### config.mk
export PLATFORM = sky130hd
export DESIGN_NAME = bus_seq_ctrl
export DESIGN_NICKNAME = d
export VERILOG_FILES = /design/src/rtl/bus_seq_ctrl.sv
export SDC_FILE = /design/constraint.sdc
export NUM_CORES = 1
export LEC_CHECK = 0
export ABC_AREA = 0
export CAP_MARGIN = 20
export CORE_ASPECT_RATIO = 0.6
export CORE_MARGIN = 2
export CORE_UTILIZATION = 48
export CTS_BUF_LIST = sky130_fd_sc_hd__clkbuf_16
export DETAILED_ROUTE_END_ITERATION = 7
export PLACE_DENSITY = 0.78
export SLEW_MARGIN = 20
export SYNTH_ARGS = -nofsm -noshare
export SYNTH_HDL_FRONTEND = slang
export SYNTH_SLANG_ARGS = --single-unit
### constraint.sdc
create_clock -name clk -period 1.7 [get_ports clk]
set_input_delay 0.17 -clock clk [delete_from_list [all_inputs] [get_ports clk]]
set_output_delay 0.17 -clock clk [all_outputs]
set_load 0.01 [all_outputs]
### src/rtl/bus_seq_ctrl.sv
// Micro-sequencer for the single shared datapath bus: fetch, decode and execute
// of ALU / LW / SW / JMP / HALT, with bounded memory-wait states.
//
// state | meaning
// S_RST | reset, no strobes
// F0    | PC -> MAR, start read, Z <= PC + 4
// F1    | Z -> PC
// F2    | wait for instruction word, MDR <= mem
// F3    | MDR -> IR
// DEC   | capture opcode, dispatch
// A0    | rs -> Y
// A1    | Z <= Y op rt
// A2    | Z -> rd
// L0    | rs -> Y
// L1    | Z <= Y + offset
// L2    | Z -> MAR (read request for LW)
// L3    | wait for load data, MDR <= mem
// L4    | MDR -> rt
// S3    | rt -> MDR
// S4    | wait for write accept
// J0    | offset -> PC
// HLT   | stopped until reset
module bus_seq_ctrl #(
  parameter int WAIT_MAX = 15
) (
  input  logic       clk,
  input  logic       rst,
  input  logic [3:0] ir_op,
  input  logic       mem_ready,
  output logic       pc_out,
  output logic       pc_in,
  output logic       mar_in,
  output logic       mdr_in,
  output logic       mdr_from_mem,
  output logic       mdr_out,
  output logic       ir_in,
  output logic       ir_off_out,
  output logic       y_in,
  output logic       z_in,
  output logic       z_out,
  output logic       gpr_out,
  output logic       gpr_in,
  output logic [1:0] gpr_sel,
  output logic [1:0] alu_op,
  output logic       alu_b4,
  output logic       mem_rd,
  output logic       mem_wr,
  output logic       halted,
  output logic       err
);

  typedef enum logic [4:0] {
    S_RST, S_F0, S_F1, S_F2, S_F3, S_DEC,
    S_A0, S_A1, S_A2,
    S_L0, S_L1, S_L2, S_L3, S_L4,
    S_S3, S_S4, S_J0, S_HLT
  } state_t;

  localparam logic [3:0] WAIT_LAST = 4'(WAIT_MAX - 1);
  localparam logic [3:0] OP_LW     = 4'd4;
  localparam logic [3:0] OP_SW     = 4'd5;
  localparam logic [3:0] OP_JMP    = 4'd6;
  localparam logic [3:0] OP_HALT   = 4'd7;

  state_t     state, state_nxt;
  logic [3:0] op_q;
  logic [3:0] wait_cnt;
  logic       wait_st;
  logic       timeout;

  assign wait_st = (state == S_F2) || (state == S_L3) || (state == S_S4);
  // Timeout fires on the WAIT_MAX-th not-ready cycle; a ready in that cycle still wins.
  assign timeout = wait_st && !mem_ready && (wait_cnt == WAIT_LAST);

  always_ff @(posedge clk or posedge rst) begin
    if (rst) state <= S_RST;
    else     state <= state_nxt;
  end

  always_ff @(posedge clk or posedge rst) begin
    if (rst)                 op_q <= 4'd0;
    else if (state == S_DEC) op_q <= ir_op;
  end

  // Wait states never follow each other, so clearing outside them clears on entry.
  always_ff @(posedge clk or posedge rst) begin
    if (rst)            wait_cnt <= 4'd0;
    else if (!wait_st)  wait_cnt <= 4'd0;
    else if (!mem_ready) wait_cnt <= wait_cnt + 4'd1;
  end

  always_ff @(posedge clk or posedge rst) begin
    if (rst)          err <= 1'b0;
    else if (timeout) err <= 1'b1;
  end

  always_comb begin
    state_nxt = state;
    case (state)
      S_RST: state_nxt = S_F0;
      S_F0:  state_nxt = S_F1;
      S_F1:  state_nxt = S_F2;
      S_F2: begin
        if (mem_ready)    state_nxt = S_F3;
        else if (timeout) state_nxt = S_HLT;
      end
      S_F3:  state_nxt = S_DEC;
      S_DEC: begin
        if (ir_op[3])                              state_nxt = S_F0;
        else if (ir_op == OP_LW || ir_op == OP_SW) state_nxt = S_L0;
        else if (ir_op == OP_JMP)                  state_nxt = S_J0;
        else if (ir_op == OP_HALT)                 state_nxt = S_HLT;
        else                                       state_nxt = S_A0;
      end
      S_A0:  state_nxt = S_A1;
      S_A1:  state_nxt = S_A2;
      S_A2:  state_nxt = S_F0;
      S_L0:  state_nxt = S_L1;
      S_L1:  state_nxt = S_L2;
      S_L2:  state_nxt = (op_q == OP_SW) ? S_S3 : S_L3;
      S_L3: begin
        if (mem_ready)    state_nxt = S_L4;
        else if (timeout) state_nxt = S_HLT;
      end
      S_L4:  state_nxt = S_F0;
      S_S3:  state_nxt = S_S4;
      S_S4: begin
        if (mem_ready)    state_nxt = S_F0;
        else if (timeout) state_nxt = S_HLT;
      end
      S_J0:  state_nxt = S_F0;
      S_HLT: state_nxt = S_HLT;
      default: state_nxt = S_RST;
    endcase
  end

  always_comb begin
    pc_out       = 1'b0;
    pc_in        = 1'b0;
    mar_in       = 1'b0;
    mdr_in       = 1'b0;
    mdr_from_mem = 1'b0;
    mdr_out      = 1'b0;
    ir_in        = 1'b0;
    ir_off_out   = 1'b0;
    y_in         = 1'b0;
    z_in         = 1'b0;
    z_out        = 1'b0;
    gpr_out      = 1'b0;
    gpr_in       = 1'b0;
    gpr_sel      = 2'd0;
    alu_op       = 2'd0;
    alu_b4       = 1'b0;
    mem_rd       = 1'b0;
    mem_wr       = 1'b0;
    halted       = 1'b0;
    case (state)
      S_F0: begin
        pc_out = 1'b1;
        mar_in = 1'b1;
        mem_rd = 1'b1;
        alu_b4 = 1'b1;
        z_in   = 1'b1;
      end
      S_F1: begin
        z_out = 1'b1;
        pc_in = 1'b1;
      end
      S_F2, S_L3: begin
        mem_rd       = 1'b1;
        mdr_in       = mem_ready;
        mdr_from_mem = mem_ready;
      end
      S_F3: begin
        mdr_out = 1'b1;
        ir_in   = 1'b1;
      end
      S_A0, S_L0: begin
        gpr_out = 1'b1;
        y_in    = 1'b1;
      end
      S_A1: begin
        gpr_out = 1'b1;
        gpr_sel = 2'd1;
        alu_op  = op_q[1:0];
        z_in    = 1'b1;
      end
      S_A2: begin
        z_out   = 1'b1;
        gpr_in  = 1'b1;
        gpr_sel = 2'd2;
      end
      S_L1: begin
        ir_off_out = 1'b1;
        z_in       = 1'b1;
      end
      S_L2: begin
        z_out  = 1'b1;
        mar_in = 1'b1;
        mem_rd = (op_q == OP_LW);
      end
      S_L4: begin
        mdr_out = 1'b1;
        gpr_in  = 1'b1;
        gpr_sel = 2'd1;
      end
      S_S3: begin
        gpr_out = 1'b1;
        gpr_sel = 2'd1;
        mdr_in  = 1'b1;
      end
      S_S4: mem_wr = 1'b1;
      S_J0: begin
        ir_off_out = 1'b1;
        pc_in      = 1'b1;
      end
      S_HLT: halted = 1'b1;
      default: ;
    endcase
  end

endmodule

==> metrics <==
total track usage=41.65%; final hold slack=between 0.2 and 0.3 ns; P_leak=between 1 and 1.5 nW; synth warn=0; CP arrival=slightly below 2 ns; largest net degree at the start of global routing=17; first-pass GRT wire length=roughly 8600 um; CP startpoint kind=flip-flop; Post-Route WL=between 6000 and 7000 um; Area after DPL=~1700 um2; status=finished, violations left; die area=roughly 3000 um2; Non-Filler Instances=roughly 260; DR DRC count=0; WP depth=8; Post-synth top cells=nor2_1 (19), a21oi_1 (16), dfrtp_1 (14); Max-Cap Viols=0; failing checks=setup timing; Reg-to-Reg Start=state[3]; number of buffers created by CTS=3; DR vias/cell=~6.8; ant diodes=0; setup violators final=22; delay-heaviest family, CP=buffers and inverters; Port Buf Inserts=28; initial antenna violation count=0; Final ANT Viol Nets=0; max frequency=roughly 540 MHz; Crit. Startpoint=state[3]; die width=68.92 um; final worst-path setup slack=-0.1633 ns; R2R cell count=8; # rows=14; Tmin final=between 1.5 and 2 ns; Post-synth EDFFs=0; post-synth top area cell=dfrtp_1; CTS sink count=14; Worst-path clk slew=roughly 0.05 ns; clock share of power=a little under an eighth; TritonCTS clock tree=yes; Cells after DPL=around 230; WP buf/inv=5; crit-path most repeated cell=buf_6; count leader, synth=nor2_1; synthesized flop and latch total=14; area grow syn2layout=84.43%; Critical Path Max Stage Delay=about 0.44 ns; clk buf depth=2; DP HPWL=around 2900 um; post-synthesis sequential area ratio=between 20% and 30%; layout cells sized above 1=around three fifths; ranking of synthesized cells by area=dfrtp_1 (29%), a21oi_1 (6.6%), nor2_1 (5.9%), nor2b_1 (4.1%), nand2_1 (3.1%); Clock Latency Late Sink=approximately 0.25 ns; Final Instance Area=2238 um2; WL/cell=25.31 um; Final Max Slew Viols=0; nets=241; Post-synth top flop=dfrtp_1; routability-driven placement congestion ratio=between 0.9 and 1; H-tree Lvls=1; Initial Utilization=approximately 50%; Mapped Area=roughly 1200 um2; maximum VDD drop=around 1300 uV; Mapped Nets=roughly 160; post-synth top area share=between 20 and 30%; crit-path cells=buf_12, buf_6, and4bb_2, buf_6, a32oi_4, buf_4, buf_6, o221ai_2; fin crit share=109.6%; Least-Margin Pin Slew=between 0.6 and 0.7 ns; core footprint=2452 um2; Combinational Power Share=between 70 and 80%; Root Driver=clkbuf_16; grt total ovfl=0; Switching Power=~0.0017 W; Crit Path Max Fanout=5; Initial DRT Pass Iterations=5; slew margin rel.=between 50% and 60%; Worst Skew=around 0.0030 ns; PD cells=between 1500 and 2000 nW/um2; cts-stage hold buffer count=0; min-delay worst type=input port to asynchronous set/reset pin; pre-CTS setup slack=-0.2397 ns; Initial DRC Count=between 200 and 300; Die Y=about 43 um; Internal Pwr Total=between 0.002 and 0.0025 W; io pins=29; Post-Synthesis Cells=approximately 150; final hold violation count=0; Critical Path Sink Type=flip-flop; switch share=between 40 and 50%; CP max-delay cell=dfrtp_2; register share of total power=between 10% and 20%; mean post-synth cell area=7.985 um2; routed via count=1777; asr flop ratio synth=between 90% and 100%; Synth cell types=43; Worst EP required=roughly 1.8 ns; critical path type=flip-flop to flip-flop; RSZ-0062 raised after global routing=true; vias in the first global route=around 1600
==> cells by family after synthesis <==
family / synth area share [%]
DFF: 28.87
AOI/OAI and AO/OA: 19.18
buffers and inverters: 8.144
adders and majority gates: 2.062
muxes: 2.783
and+or+nand+nor: 33.92
xor gates and xnor gates: 5.052
==> layout by cell type (no fill, tap or decap), types with 4 or more instances in the layout <==
| master | n |
|---|---|
| buf_2 | 14 |
| buf_4 | 42 |
| nor2_1 | 10 |
| nand2_1 | 7 |
| inv_1 | 4 |
| clkdlybuf4s50_1 | 7 |
| a21oi_1 | 9 |
| clkbuf_2 | 5 |
| dfrtp_2 | 4 |
| nor2b_2 | 4 |
| a21oi_2 | 7 |
| dfrtp_1 | 10 |
| nand3_1 | 4 |
| and3_1 | 4 |
| nor2_2 | 6 |
| buf_6 | 14 |
==> flip-flops by register name, summed over array words and instances (netlist names) <==
register / cells
err: 1
op_q: 4
state: 5
wait_cnt: 4
==> metal layers <==
layer	vias to the layer above	routed length, um	global-route usage (%)
met1	841	2433	54.06
met4	0	495	14.90
met5	-	0	0
met3	59	923	15.12
li1	697	-	-
met2	180	2779	63.46
==> power by group through the flow <==
| stage | Sequential [W] | Combinational [W] | Clock, W |
|---|---|---|---|
| 6_report | 0.000606 | 0.00280 | 0.000463 |
| 5_1_grt | 0.000604 | 0.00287 | 0.000476 |
| 3_3_place_gp | 0.000546 | 0.00173 | 0 |
| 2_1_floorplan | 0.000489 | 0.00103 | 0 |
| 3_5_place_dp | 0.000552 | 0.00176 | 0 |
| 4_1_cts | 0.000555 | 0.00202 | 0.000447 |
==> what timing repair did <==
| action | 4_1_cts | 5_1_grt |
|---|---|---|
| pin swaps | 12 | 16 |
| buffers inserted | 14 | 14 |
| resized for setup | 99 | 59 |
| setup endpoints to repair | 27 | 34 |
==> stage by stage <==
stage                     utilization (%)  TNS, ns  power (W)
after floorplan                         -        0   0.001514
after global placement              70.51   -2.390   0.002274
after detailed placement            70.51   -3.167   0.002316
after CTS                           80.82  -0.7013   0.003024
after global routing                91.28   -2.179   0.003946
final                               91.28   -1.854   0.003867
==> cell type report <==
class / instances / area [um2]
well taps: 32 / 40.04
flip-flops and latches: 14 / 355.3
inverters: 5 / 18.77
repair buffers: 88 / 734.5
fillers: 83 / 214.0
clock buffers: 3 / 75.07
multi-input cells: 120 / 1015
==> final timing paths <==
| path | end | slack, ns |
|---|---|---|
| max reg2reg | state[1] | -0.16 |
| min reg2reg | err | 0.49 |
| min | wait_cnt[1] | 0.29 |
| max in group asynchronous | state[3] | 0.97 |
| max | state[1] | -0.16 |
| min in group clk | err | 0.49 |
Power figures use the tool's default switching activity.
